`src/rtl/idu_issue_ctrl_if.sv`:
```
// Issue-controller bus: IF/ID request, scoreboard query/claim,
// ID/EX output handshake, flush and stall counter.
interface idu_issue_ctrl_if #(
    parameter int XLEN  = 64,
    parameter int CNT_W = 32
);
    logic             in_valid;
    logic             in_ready;
    logic [XLEN-1:0]  in_pc;
    logic [31:0]      in_inst;
    logic [4:0]       in_rs1;
    logic [4:0]       in_rs2;
    logic [4:0]       in_rd;
    logic             in_rs1_en;
    logic             in_rs2_en;
    logic             in_rd_en;

    logic             sb_valid;
    logic [4:0]       sb_raddr1;
    logic [4:0]       sb_raddr2;
    logic [4:0]       sb_waddr;
    logic             sb_wen;
    logic             sb_busy1;
    logic             sb_busy2;

    logic             out_valid;
    logic             out_ready;
    logic [XLEN-1:0]  out_pc;
    logic [31:0]      out_inst;
    logic [4:0]       out_rd;
    logic             out_rd_en;
    logic             out_squash;

    logic             flush;
    logic [CNT_W-1:0] stall_cnt;

    modport master (
        output in_valid, in_pc, in_inst,
        output in_rs1, in_rs2, in_rd,
        output in_rs1_en, in_rs2_en, in_rd_en,
        output sb_busy1, sb_busy2,
        output out_ready, flush,
        input  in_ready,
        input  sb_valid, sb_raddr1, sb_raddr2,
        input  sb_waddr, sb_wen,
        input  out_valid, out_pc, out_inst,
        input  out_rd, out_rd_en, out_squash,
        input  stall_cnt
    );

    modport slave (
        input  in_valid, in_pc, in_inst,
        input  in_rs1, in_rs2, in_rd,
        input  in_rs1_en, in_rs2_en, in_rd_en,
        input  sb_busy1, sb_busy2,
        input  out_ready, flush,
        output in_ready,
        output sb_valid, sb_raddr1, sb_raddr2,
        output sb_waddr, sb_wen,
        output out_valid, out_pc, out_inst,
        output out_rd, out_rd_en, out_squash,
        output stall_cnt
    );
endinterface

```
`src/rtl/idu_issue_ctrl.sv`:
```
// Decode-stage issue control: RAW hazard hold, rd claim,
// one-entry ID/EX register with squash and hazard-stall counter.
module idu_issue_ctrl #(
    parameter int XLEN  = 64,
    parameter int CNT_W = 32
) (
    input logic            clock,
    input logic            reset,
    idu_issue_ctrl_if.slave bus
);
    logic             hz1;
    logic             hz2;
    logic             hazard;
    logic             slot_free;
    logic             issue;
    logic             depart;

    logic             valid_q;
    logic             squash_q;
    logic [XLEN-1:0]  pc_q;
    logic [31:0]      inst_q;
    logic [4:0]       rd_q;
    logic             rd_en_q;
    logic [CNT_W-1:0] cnt_q;

    // x0 is hardwired, so it can never be a pending write
    always_comb begin
        hz1       = bus.in_rs1_en & (bus.in_rs1 != 5'd0) & bus.sb_busy1;
        hz2       = bus.in_rs2_en & (bus.in_rs2 != 5'd0) & bus.sb_busy2;
        hazard    = bus.in_valid & (hz1 | hz2);
        slot_free = ~valid_q | bus.out_ready;
        issue     = bus.in_valid & ~hazard & slot_free & ~bus.flush;
        depart    = valid_q & bus.out_ready;
    end

    assign bus.in_ready   = issue;
    assign bus.sb_valid   = bus.in_valid;
    assign bus.sb_raddr1  = bus.in_rs1;
    assign bus.sb_raddr2  = bus.in_rs2;
    assign bus.sb_waddr   = bus.in_rd;
    assign bus.sb_wen     = issue & bus.in_rd_en & (bus.in_rd != 5'd0);

    assign bus.out_valid  = valid_q;
    assign bus.out_pc     = pc_q;
    assign bus.out_inst   = inst_q;
    assign bus.out_rd     = rd_q;
    assign bus.out_rd_en  = rd_en_q;
    assign bus.out_squash = valid_q & (squash_q | bus.flush);
    assign bus.stall_cnt  = cnt_q;

    // squashed entries keep rd so writeback still frees the claim
    always_ff @(posedge clock) begin
        if (reset) begin
            valid_q  <= 1'b0;
            squash_q <= 1'b0;
            pc_q     <= '0;
            inst_q   <= '0;
            rd_q     <= '0;
            rd_en_q  <= 1'b0;
        end else if (issue) begin
            valid_q  <= 1'b1;
            squash_q <= 1'b0;
            pc_q     <= bus.in_pc;
            inst_q   <= bus.in_inst;
            rd_q     <= bus.in_rd;
            rd_en_q  <= bus.in_rd_en;
        end else if (depart) begin
            valid_q  <= 1'b0;
            squash_q <= 1'b0;
        end else if (bus.flush & valid_q) begin
            squash_q <= 1'b1;
        end
    end

    always_ff @(posedge clock) begin
        if (reset) begin
            cnt_q <= '0;
        end else if (hazard & ~bus.flush & (cnt_q != '1)) begin
            cnt_q <= cnt_q + CNT_W'(1);
        end
    end
endmodule

```
`src/flat_wrapper.sv`:
```
// flat-port wrapper written by rule: the top's interface ports become plain ports
module idu_issue_ctrl_flat 
#(
    parameter int XLEN  = 64,
    parameter int CNT_W = 32
)
  (clock, reset, bus_in_valid, bus_in_pc, bus_in_inst, bus_in_rs1, bus_in_rs2, bus_in_rd, bus_in_rs1_en, bus_in_rs2_en, bus_in_rd_en, bus_sb_busy1, bus_sb_busy2, bus_out_ready, bus_flush, bus_in_ready, bus_sb_valid, bus_sb_raddr1, bus_sb_raddr2, bus_sb_waddr, bus_sb_wen, bus_out_valid, bus_out_pc, bus_out_inst, bus_out_rd, bus_out_rd_en, bus_out_squash, bus_stall_cnt);
  idu_issue_ctrl_if #(.XLEN(XLEN), .CNT_W(CNT_W)) bus_i ();
  input logic clock;
  input logic reset;
  input wire logic [$bits(bus_i.in_valid)-1:0] bus_in_valid;
  input wire logic [$bits(bus_i.in_pc)-1:0] bus_in_pc;
  input wire logic [$bits(bus_i.in_inst)-1:0] bus_in_inst;
  input wire logic [$bits(bus_i.in_rs1)-1:0] bus_in_rs1;
  input wire logic [$bits(bus_i.in_rs2)-1:0] bus_in_rs2;
  input wire logic [$bits(bus_i.in_rd)-1:0] bus_in_rd;
  input wire logic [$bits(bus_i.in_rs1_en)-1:0] bus_in_rs1_en;
  input wire logic [$bits(bus_i.in_rs2_en)-1:0] bus_in_rs2_en;
  input wire logic [$bits(bus_i.in_rd_en)-1:0] bus_in_rd_en;
  input wire logic [$bits(bus_i.sb_busy1)-1:0] bus_sb_busy1;
  input wire logic [$bits(bus_i.sb_busy2)-1:0] bus_sb_busy2;
  input wire logic [$bits(bus_i.out_ready)-1:0] bus_out_ready;
  input wire logic [$bits(bus_i.flush)-1:0] bus_flush;
  output wire logic [$bits(bus_i.in_ready)-1:0] bus_in_ready;
  output wire logic [$bits(bus_i.sb_valid)-1:0] bus_sb_valid;
  output wire logic [$bits(bus_i.sb_raddr1)-1:0] bus_sb_raddr1;
  output wire logic [$bits(bus_i.sb_raddr2)-1:0] bus_sb_raddr2;
  output wire logic [$bits(bus_i.sb_waddr)-1:0] bus_sb_waddr;
  output wire logic [$bits(bus_i.sb_wen)-1:0] bus_sb_wen;
  output wire logic [$bits(bus_i.out_valid)-1:0] bus_out_valid;
  output wire logic [$bits(bus_i.out_pc)-1:0] bus_out_pc;
  output wire logic [$bits(bus_i.out_inst)-1:0] bus_out_inst;
  output wire logic [$bits(bus_i.out_rd)-1:0] bus_out_rd;
  output wire logic [$bits(bus_i.out_rd_en)-1:0] bus_out_rd_en;
  output wire logic [$bits(bus_i.out_squash)-1:0] bus_out_squash;
  output wire logic [$bits(bus_i.stall_cnt)-1:0] bus_stall_cnt;
  assign bus_i.in_valid = bus_in_valid;
  assign bus_i.in_pc = bus_in_pc;
  assign bus_i.in_inst = bus_in_inst;
  assign bus_i.in_rs1 = bus_in_rs1;
  assign bus_i.in_rs2 = bus_in_rs2;
  assign bus_i.in_rd = bus_in_rd;
  assign bus_i.in_rs1_en = bus_in_rs1_en;
  assign bus_i.in_rs2_en = bus_in_rs2_en;
  assign bus_i.in_rd_en = bus_in_rd_en;
  assign bus_i.sb_busy1 = bus_sb_busy1;
  assign bus_i.sb_busy2 = bus_sb_busy2;
  assign bus_i.out_ready = bus_out_ready;
  assign bus_i.flush = bus_flush;
  assign bus_in_ready = bus_i.in_ready;
  assign bus_sb_valid = bus_i.sb_valid;
  assign bus_sb_raddr1 = bus_i.sb_raddr1;
  assign bus_sb_raddr2 = bus_i.sb_raddr2;
  assign bus_sb_waddr = bus_i.sb_waddr;
  assign bus_sb_wen = bus_i.sb_wen;
  assign bus_out_valid = bus_i.out_valid;
  assign bus_out_pc = bus_i.out_pc;
  assign bus_out_inst = bus_i.out_inst;
  assign bus_out_rd = bus_i.out_rd;
  assign bus_out_rd_en = bus_i.out_rd_en;
  assign bus_out_squash = bus_i.out_squash;
  assign bus_stall_cnt = bus_i.stall_cnt;
  idu_issue_ctrl #(.XLEN(XLEN), .CNT_W(CNT_W)) u_core (.clock(clock), .reset(reset), .bus(bus_i));
endmodule
```
`config.mk`:
```
export PLATFORM = sky130hd
export DESIGN_NAME = idu_issue_ctrl_flat
export DESIGN_NICKNAME = d
export VERILOG_FILES = /design/src/rtl/idu_issue_ctrl_if.sv /design/src/rtl/idu_issue_ctrl.sv /design/src/flat_wrapper.sv
export SDC_FILE = /design/constraint.sdc
export NUM_CORES = 1
export LEC_CHECK = 0
export CAP_MARGIN = 20
export CORE_UTILIZATION = 41
export DETAILED_ROUTE_END_ITERATION = 7
export GPL_TIMING_DRIVEN = 0
export MAX_ROUTING_LAYER = met4
export PLACE_DENSITY = 0.87
export SLEW_MARGIN = 20
export SYNTH_ARGS = -nofsm -noshare
export SYNTH_HDL_FRONTEND = slang
export SYNTH_SLANG_ARGS = --single-unit
```
`constraint.sdc`:
```
create_clock -name clock -period 3.2 [get_ports clock]
set_input_delay 0.48 -clock clock [delete_from_list [all_inputs] [get_ports clock]]
set_output_delay 0.48 -clock clock [all_outputs]
set_load 0.02 [all_outputs]
```
==> results.tsv <==
stage	metric	value	unit
routing	Initial DRC Count	333	
cts	total CTS buffers	17	
cts	CTS Hold Bufs	0	
logic_synthesis	synthesized flop and latch total	136	
logic_synthesis	post-synthesis sequential area ratio	0.485	
routing	Vias	5575	
final_layout	fin nets	993	
logic_synthesis	Yosys warning total	0	
final_layout	Core Util, Final	0.690	
logic_synthesis	Synth area leader	dfxtp_1	
run	Max-Cap Viols	0	
global_routing	first-pass GRT wire length	29200	um
sta	final hold violation count	0	
power_and_ir_drop	Seq pwr share	0.419	
worst_setup_path	Required @ worst endpoint	2.72	ns
place	Port Buffers	274	
logic_synthesis	Synth Cell Area	5610	um^2
routing	Post-route DRC	0	
hold_path	class of the worst hold path	reg -> reg	
global_routing	initial antenna violation count	2	
worst_setup_path	Setup crit end kind	output pin	
final_layout	layout cells sized above 1	0.0793	
place	DP HPWL	14000	um
sta	Post-Route Skew	0.00764	ns
cts	root buf cell	clkbuf_16	
power_and_ir_drop	Max rail drop VDD	419	uV
cts	CTS HTree Levels	4	
routing	post-DR vias/cell	5.25	
sta	hold slack final	0.493	ns
power_and_ir_drop	PwrDens	462	nW/um^2
routing	wire per inst	18.1	um
logic_synthesis	Synth area leaders	dfxtp_1, mux2i_1, nor2_1, or4_1, o31ai_1	
routing	DRT Wirelength	19200	um
logic_synthesis	simple-gate share of the synthesized area	0.177	
logic_synthesis	Syn Inst Count	577	
sta	Period minus WS final	3.11	ns
sta	worst relative slew slack	0.304	
power_and_ir_drop	Pint	3.20	mW
power_and_ir_drop	Tot Pwr	4.24	mW
routing	post-route ant nets	0	
routing	DRT Pass-1 Iters	5	
power_and_ir_drop	Logic pwr share	0.142	
place	dpl cells	1027	
logic_synthesis	multiplexer share of the synthesized area	0.184	
global_routing	grt total ovfl	0	
place	DP Area	8570	um^2
place	GP Congestion	0.862	
power_and_ir_drop	P_leak	3.90	nW
logic_synthesis	Post-Synth XOR/XNOR Area	0	
worst_setup_path	critical path launch point type	input port	
die	Die X	119	um
global_routing	global-route usage over all layers	0.277	
worst_setup_path	critical path peak fanout	10	
final_layout	Final Cell Area	9170	um^2
sta	Setup TNS	0	ns
sta	Final setup viols	0	
place	pre-CTS WS	-0.897	ns
die	DIE AREA	14200	um^2
cts	clock transition at the registers of the reported paths	0.06	ns
power_and_ir_drop	reported net switching power	1.04	mW
power_and_ir_drop	Sw Share	0.245	
die	Vert. Die Dim	119	um
logic_synthesis	Compound-Gate Fraction of Synth Area	0.0872	
global_routing	vias in the first global route	5594	
sta	final period utilization	0.972	
cts	CTS Buffer Depth	2	
global_routing	largest net degree at the start of global routing	17	
sta	Final Max Slew Viols	0	
logic_synthesis	Netlist cell types	36	
power_and_ir_drop	clock power share	0.439	
sta	slew at the pin closest to its max-slew limit	1.04	ns
logic_synthesis	Post-Synth Adder-Cell Area	0.00223	
die	Core ar.	13300	um^2
status	status	complete, no violations	
cts	CTS tree	done	
logic_synthesis	largest family of logic cells by synthesized area	multiplexers	
sta	final setup margin	0.0881	ns
worst_setup_path	path type of the worst setup path	in -> out	
cts	Clock Latency Late Sink	0.42	ns
logic_synthesis	Synth Area per Inst	9.73	um^2
die	num rows	42	
final_layout	area delta synth->final	63.5	%
sta	RSZ-0062 raised after global routing	no	
die	Initial Util	0.422	
logic_synthesis	Yosys top cell area share	0.485	
sta	Max Fclk	321	MHz
worst_setup_path	CP arrival	2.63	ns
logic_synthesis	synthesized net count	699	
die	Ports	275	
final_layout	fin cells	1061	
cts	clk sink count	136	
==> routing by layer <==
metal | wire length (um) | track usage | vias to the layer above
li1 | - | - | 2654
met1 | 7400 | 0.294 | 2590
met2 | 9470 | 0.457 | 281
met3 | 1530 | 0.0896 | 50
met4 | 754 | 0.148 | 0
met5 | 0 | - | -
==> cell usage after synthesis <==
library cell,instances
o311ai_0,1
inv_1,5
o21a_1,2
o21ai_0,4
a2111oi_0,1
nand4_1,11
o2111a_1,2
or2_1,1
nand2_1,11
nand3_1,13
ha_1,1
mux2i_1,102
and2_1,3
nor4_1,3
or3_1,2
o211a_1,2
or4b_2,1
mux2_2,1
clkbuf_1,27
o2111ai_1,3
buf_6,7
or4_1,31
and4_1,4
or3b_2,1
nor3_1,3
nand4b_1,1
nor2_1,106
nand2b_1,1
and3_1,5
a21oi_1,31
buf_2,8
o41ai_1,2
buf_4,16
dfxtp_1,136
nor2b_1,3
o31ai_1,26
==> critical path: stages <==
cell	delay (ns)
dlygate4sd2_1	0.27
or4_4	0.54
o211a_1	0.25
or4_4	0.56
buf_12	0.16
buf_12	0.14
nor2_4	0.10
buf_6	0.12
==> what timing repair did <==
| action | in CTS | in global routing |
|---|---|---|
| gates cloned | 0 | 0 |
| gates resized for setup | 25 | 4 |
| endpoints found under the setup margin | 2 | 3 |
| pin swaps | 4 | 3 |
| setup buffers | 2 | 0 |
==> logic make-up after synthesis <==
family	Yosys count
DFF	136
adders and majority gates	1
muxes	103
AOI/OAI and AO/OA	74
buffers and inverters	63
and+or+nand+nor	200
==> placed cells by master (no fill, tap or decap), types with 3 or more instances in the layout <==
| cell | count |
|---|---|
| nor4_1 | 3 |
| o2111ai_1 | 3 |
| buf_2 | 9 |
| clkinvlp_4 | 4 |
| o21ai_0 | 4 |
| buf_6 | 6 |
| and4_1 | 4 |
| clkbuf_1 | 29 |
| and3_1 | 5 |
| mux2i_1 | 102 |
| nand3_1 | 13 |
| and2_1 | 3 |
| inv_1 | 5 |
| or4_4 | 3 |
| dfxtp_1 | 136 |
| nor2b_1 | 3 |
| clkdlybuf4s50_1 | 264 |
| or4_1 | 28 |
| clkbuf_16 | 17 |
| nor3_1 | 3 |
| dlygate4sd2_1 | 6 |
| a21oi_1 | 31 |
| clkbuf_8 | 3 |
| o31ai_1 | 26 |
| nor2_1 | 105 |
| buf_4 | 18 |
| nand2_1 | 11 |
| nand4_1 | 11 |
==> final cells by class <==
cell class              instances  area [um^2]
diodes                          2         5.00
plain buffers                  57          355
clock buffers                  24          482
clock inverters                 7         70.1
fillers                      1014         4120
inverters                       5         18.8
multi-input cells             378         2550
flip-flops and latches        136         2720
well taps                     176          220
repair buffers                276         2750
==> state kept, by name, indices dropped and copies added (netlist names) <==
signal,cells
u_core.bus.out_rd_en,1
u_core.bus.out_valid,1
u_core.bus.out_pc,64
u_core.bus.stall_cnt,32
u_core.squash_q,1
u_core.bus.out_inst,32
u_core.bus.out_rd,5
==> final timing paths <==
kind | start | to | slack, ns | depth (start not counted)
max | bus_in_rs1[0] | bus_sb_wen | 0.09 | 8
min | u_core.bus.out_pc[14]$_SDFFE_PP0P_ | u_core.bus.out_pc[14]$_SDFFE_PP0P_ | 0.49 | 2
max reg2reg | u_core.bus.stall_cnt[0]$_SDFFE_PP0P_ | u_core.bus.stall_cnt[1]$_SDFFE_PP0P_ | 0.37 | 10
min reg2reg | u_core.bus.out_pc[14]$_SDFFE_PP0P_ | u_core.bus.out_pc[14]$_SDFFE_PP0P_ | 0.49 | 2
==> power by group through the flow <==
stage | Clock, mW | Sequential, mW | Combinational (mW)
after global placement | 0 | 1.81 | 0.586
after CTS | 1.87 | 1.78 | 0.604
after global routing | 1.95 | 1.79 | 0.634
after floorplan | 0 | 1.88 | 0.194
final | 1.86 | 1.78 | 0.601
after detailed placement | 0 | 1.81 | 0.594
Note: power is estimated with default switching activity, not from simulation.
